--- src/rtl/spi_host.sv ---
// spi_host: AXI-Stream command bytes in, cs_n-framed byte-wide SPI out (cs_n, mosi, miso), responses to real bytes out on m_axis, plus underrun/busy
module spi_host #(
  parameter int         READ_LATENCY = 1,
  parameter int         CS_GAP       = 2,
  parameter logic [7:0] FILL         = 8'h00
) (
  input  logic       aclk,
  input  logic       aresetn,
  input  logic       s_axis_tvalid,
  output logic       s_axis_tready,
  input  logic [7:0] s_axis_tdata,
  input  logic       s_axis_tlast,
  output logic       cs_n,
  output logic [7:0] mosi,
  input  logic [7:0] miso,
  output logic       m_axis_tvalid,
  output logic [7:0] m_axis_tdata,
  output logic       m_axis_tlast,
  output logic       underrun,
  output logic       busy
);
  typedef enum logic [1:0] {IDLE, ACTIVE, DRAIN, GAP} state_t;
  state_t state, state_d;
  logic [3:0] cnt, cnt_d;
  logic [7:0] mosi_d;
  logic cs_n_d, underrun_d, real_d, last_d;
  logic [READ_LATENCY:0] real_q, last_q;
  assign s_axis_tready = state == IDLE || state == ACTIVE;
  assign busy = state != IDLE;
  always_comb begin
    state_d = state;
    cnt_d = cnt;
    cs_n_d = cs_n;
    mosi_d = mosi;
    underrun_d = 1'b0;
    real_d = 1'b0;
    last_d = 1'b0;
    case (state)
      IDLE, ACTIVE:
        if (s_axis_tvalid) begin
          mosi_d = s_axis_tdata;
          cs_n_d = 1'b0;
          real_d = 1'b1;
          last_d = s_axis_tlast;
          cnt_d = 4'd0;
          state_d = s_axis_tlast ? DRAIN : ACTIVE;
        end else if (state == ACTIVE) begin
          mosi_d = FILL;
          underrun_d = 1'b1;
        end
      DRAIN: begin
        mosi_d = FILL;
        cnt_d = cnt + 4'd1;
        if (cnt == 4'(READ_LATENCY)) begin
          cs_n_d = 1'b1;
          cnt_d = 4'd0;
          state_d = GAP;
        end
      end
      GAP: begin
        cnt_d = cnt + 4'd1;
        if (cnt == 4'(CS_GAP - 1)) begin
          cnt_d = 4'd0;
          state_d = IDLE;
        end
      end
    endcase
  end
  always_ff @(posedge aclk or negedge aresetn)
    if (!aresetn) state <= IDLE;
    else state <= state_d;
  always_ff @(posedge aclk or negedge aresetn)
    if (!aresetn) begin
      cnt <= 4'd0;
      cs_n <= 1'b1;
      mosi <= 8'h00;
      underrun <= 1'b0;
      real_q <= '0;
      last_q <= '0;
      m_axis_tvalid <= 1'b0;
      m_axis_tdata <= 8'h00;
      m_axis_tlast <= 1'b0;
    end else begin
      cnt <= cnt_d;
      cs_n <= cs_n_d;
      mosi <= mosi_d;
      underrun <= underrun_d;
      real_q <= {real_q[READ_LATENCY-1:0], real_d};
      last_q <= {last_q[READ_LATENCY-1:0], last_d};
      m_axis_tvalid <= real_q[READ_LATENCY];
      m_axis_tlast <= real_q[READ_LATENCY] & last_q[READ_LATENCY];
      if (real_q[READ_LATENCY]) m_axis_tdata <= miso;
    end
endmodule

--- config.mk ---
export PLATFORM = sky130hd
export DESIGN_NAME = spi_host
export DESIGN_NICKNAME = d
export VERILOG_FILES = /design/src/rtl/spi_host.sv
export SDC_FILE = /design/constraint.sdc
export NUM_CORES = 1
export LEC_CHECK = 0
export CAP_MARGIN = 40
export CORE_MARGIN = 2
export CORE_UTILIZATION = 35
export DETAILED_ROUTE_END_ITERATION = 8
export GPL_TIMING_DRIVEN = 0
export RECOVER_POWER = 100
export SETUP_SLACK_MARGIN = 0.4
export SYNTH_ARGS = -nofsm -noshare
export SYNTH_HDL_FRONTEND = slang
export SYNTH_SLANG_ARGS = --single-unit
--- constraint.sdc ---
create_clock -name aclk -period 1.4 [get_ports aclk]
set_input_delay 0.28 -clock aclk [delete_from_list [all_inputs] [get_ports aclk]]
set_output_delay 0.28 -clock aclk [all_outputs]
set_load 0.03 [all_outputs]
; After elaboration in Yosys (flattened, before gate mapping)
; Cells that the tools add are included.
; Widths: inputs -> output; s select.
[op_classes]
n_addsub = 1
eq_ne = 8
n_mux = 21
bitwise_logic = 1
reduce_logical = 9
[ops]
columns = operator, n
row1 = $mux 8, 2
row2 = $pmux 8 s2, 1
row3 = $mux 1, 9
row4 = $mux 2, 4
row5 = $mux 4, 2
row6 = $pmux 4 s2, 1
row7 = $ne 2x2->1 const B, 3
row8 = $pmux 2 s3, 1
row9 = $reduce_and 3->1, 2
row10 = $add 4x1->4 const B, 1
row11 = $eq 2x2->1 const B, 2
row12 = $eq 4x1->1 const B, 1
row13 = $reduce_bool 2->1, 2
row14 = $reduce_or 2->1, 2
row15 = $ne 3x3->1 const B, 1
row16 = $eq 2x1->1 const B, 1
row17 = $logic_not 2->1, 1
row18 = $pmux 1 s2, 1
row19 = $reduce_and 2->1, 1
row20 = $and 1x1->1, 1
row21 = $logic_or 1x1->1, 1
[totals]
regBits = 30
in_bits = 20
out_inout_bits = 22

; Depth between registers and ports, before layout
[logic_depth]
depth_word = 4
depth_mapped = 4

; Worst setup path before layout
; No wires, ideal clock.
[synth_timing]
kind = register to register
startpoint = register cnt[3]
endpoint = register state[0]
setup_ns = 0.064
arrival_ns = 1.169
required_ns = 1.336
path_slack_ns = 0.166
stages_incl_launch_ff = 4
n_path_buf = 0
cell_sequence = dfrtp_1 or4b_4 a21oi_2 o21a_1
[synth_via]
elab_chain_len = 3
[synth_lines]
columns = item, line_no
row1 = from (decl), 24  ; logic [3:0] cnt, cnt_d;
row2 = from (signal assigned), 84  ; cnt <= cnt_d;
row3 = $eq 4x1->1 (*), "54, 62"
row4 = $ne 2x2->1 (no line), --
row5 = $reduce_and 3->1 (no line) (*), --
row6 = to (signal assigned), 71  ; else state <= state_d;
row7 = to (decl), 23  ; state_t state, state_d;
; Every way passes the cells marked *; elsewhere a longest branch is shown, timed or not.
; A chain may end at the register's enable or synchronous reset.

; Final worst setup path
[layout_timing]
startpoint = register state[1]
endpoint = output busy
[layout_via]
elab_chain_len = 1
[layout_lines]
columns = item, line_no
row1 = $reduce_bool 2->1, 29  ; assign busy = state != IDLE;
row2 = to (decl), 20  ; output logic busy
; Every way passes these cells.

==> results by group <==
Outcome
  – Status: finished with violations
  – Failing checks: setup timing

Global routing
  – GR Layer Usage met3: 0.0450
  – Overflow left after global routing: 0
  – Overall routing resource usage: 0.163
  – Largest net degree at the start of global routing: 18
  – Met1 usage: 0.190
  – Layer with the highest usage: met2
  – Initial antenna violation count: 0
  – Vias in the first global route: 1,074
  – M2 GR Usage: 0.286
  – Wire length of the first global-routing pass: 4960 microns

Timing
  – Slew Limit Fails: 0
  – Min Tclk post-route: 1.50 ns
  – Tcrit/Tclk final: 1.07
  – Final setup fails: 2
  – Clock Skew: 0.00514 ns
  – Sum Neg Setup Slack: -0.121 ns
  – RSZ-0062 raised after global routing: true
  – Max Freq: 0.667 GHz
  – Final Hold Fails: 0
  – Max_slew headroom: 0.517
  – Slew @ Worst Pin: 0.723 ns
  – Worst setup margin: -0.0990 ns

Floorplan
  – Die Footprint: 3930 sq um
  – Die X: 62.7 microns
  – Row count: 21
  – I/O Pins: 42
  – Initial Util: 0.364
  – Die Span Y: 62.7 microns
  – Core Box Area: 3310 sq um

Detailed routing
  – Avg Vias per Cell: 4.75
  – Post-route ant nets: 0
  – Drt total wl: 3170 microns
  – DRT iter0 DRCs: 15
  – Via count: 1,055
  – Drt first pass iters: 4
  – DRC viols: 0
  – WL/cell: 14.3 microns

Layout
  – Layout fillers: 278
  – Final core occ: 0.644
  – Layout cells sized above 1: 0.477
  – Non-filler instance count after layout: 222
  – Diode count: 0
  – Area grow syn2layout: 76.8%
  – Final net count: 195

CTS
  – CTS max path bufs: 2
  – Num CTS Buffers: 5
  – H-tree depth: 2
  – CTS tree: yes
  – Root Driver: clkbuf_4
  – # hold bufs at CTS: 0
  – Later-pin clock latency in the skew report: 0.32 ns
  – Clk sinks: 30
  – Reg clk slew, reported paths: 0.10 ns

Critical path
  – Worst R2R Start: state[1]$_DFFE_PN0P_
  – Setup Crit Path Kind: flop to output port
  – Worst Path Max Fanout: 2
  – Startpoint Class: flop
  – Flop2flop setup slack: 0.05 ns
  – Crit path DAT: 1.22 ns
  – Critical Path RT: 1.12 ns
  – Crit end category: output port
  – Worst R2R End: cnt[2]$_DFFE_PN0P_
  – R2R depth: 7

Synthesis
  – Count leader, synth: dfrtp_1
  – Synth Instances: 101
  – Fraction of registers with async set/reset: 1.00
  – Synth unique cells: 28
  – Synthesis Warnings: 0
  – Synthesized net count: 121
  – Area contributors post-synth: dfrtp_1, mux2_1, a22oi_1
  – Area share of the largest cell type after synthesis: 0.602
  – Top post-synthesis cells by count: dfrtp_1, nand2_1, a22oi_1
  – FF+latch count, synth: 30
  – EDFF count, synth: 0
  – Register area share after synthesis: 0.623
  – Commonest register cell after synthesis: dfrtp_1
  – Mapped cell area: 1210 sq um
  – Area leader, netlist: dfrtp_1
  – Avg Cell Area, Syn: 11.9 sq um

Power
  – Switch share: 0.380
  – Clk pwr share: 0.112
  – Cell leakage power: 1.00 nW
  – PwrDens: 2250 nW/um^2
  – Internal power: 2.98 mW
  – Power share of the combinational group: 0.592
  – Maximum VDD drop: 1.15 mV
  – Register share of total power: 0.296
  – Switch Pwr: 1.83 mW

Hold path
  – Hold Path Class: input pin to async pin

Run
  – Max Cap Viol: 0

Placed design
  – Place WS: -0.264 ns
  – Port Buffers: 41
  – Placed cell count: 189
  – GPL Wtd Cong: 0.698
  – DP HPWL: 1890 microns
-- cell type report --
type	instances	area [sq um]	area share
clock buffers	6	51.3	0.0241
inverters	3	13.8	0.00646
flip-flops and latches	30	753	0.353
plain buffers	6	80.1	0.0376
well taps	46	57.6	0.0270
clock inverters	2	12.5	0.00587
multi-input cells	62	492	0.231
repair buffers	67	672	0.315
-- power groups by stage --
stage	logic, mW	registers, mW	clock network (mW)
2_1_floorplan	0.647	1.85	0
3_3_place_gp	1.85	1.37	0
3_5_place_dp	1.88	1.39	0
4_1_cts	2.54	1.42	0.565
5_1_grt	2.99	1.45	0.608
6_report	2.84	1.42	0.540
-- cell usage in the layout, fill, tap and decap left out, types with 3 or more instances in the layout --
master	n
buf_6	29
clkbuf_8	3
nand2_1	9
o21ai_1	10
a21oi_2	5
buf_4	18
clkdlybuf4s50_1	17
mux2_4	8
clkbuf_4	5
a22oi_1	8
dfrtp_1	28
-- metal layers --
metal / up-vias / routed length [microns]
li1: 505 / -
met1: 512 / 1330
met2: 33 / 1650
met3: 5 / 156
met4: 0 / 36
met5: - / 0
-- critical path: stages, from the launching register on --
cell	delay, ns
dfrtp_1	0.41
clkbuf_8	0.14
or2_1	0.21
buf_6	0.14
-- cells by family after synthesis --
family | after synthesis | share of synthesized area
buffers and inverters | 9 | 0.0342
multiplexers | 9 | 0.0830
AO/OA/AOI/OAI | 30 | 0.157
AND/OR/NAND/NOR | 23 | 0.103
flip-flops | 30 | 0.623
-- metrics by stage --
step / power (mW) / area, sq um / hold slack (ns)
final: 4.80 / 2130 / 0.0743
after global routing: 5.06 / 2130 / 0.0910
after CTS: 4.52 / 2040 / 0.131
after detailed placement: 3.27 / 1710 / 0.341
after global placement: 3.22 / 1680 / 0.333
after floorplan: 2.50 / 1210 / -0.0156
-- flip-flops by register name, summed over array words and instances (netlist names), 2 cells and up --
register,count
cnt,4
last_q,2
m_axis_tdata,8
mosi,8
real_q,2
state,2
-- worst max path at each step --
stage                                     from                    to  slack, ns  cells after the start
final                     state[1]$_DFFE_PN0P_                  busy       -0.1                      3
after global routing      state[1]$_DFFE_PN0P_                  busy      -0.15                      3
after CTS                 state[1]$_DFFE_PN0P_                  busy      -0.11                      3
after detailed placement  state[1]$_DFFE_PN0P_                  busy      -0.26                      3
after global placement                 aresetn    cnt[1]$_DFFE_PN0P_      -0.47                      1
after floorplan             cnt[3]$_DFFE_PN0P_  state[0]$_DFFE_PN0P_       0.17                      3
-- what timing repair did --
| item | in CTS | in global routing |
|---|---|---|
| setup endpoints to repair | 48 | 46 |
| pin swaps | 5 | 3 |
| resized for setup | 195 | 10 |
| cloned | 1 | 1 |
| buffers inserted | 14 | 9 |
(Power assumes the default switching activity.)
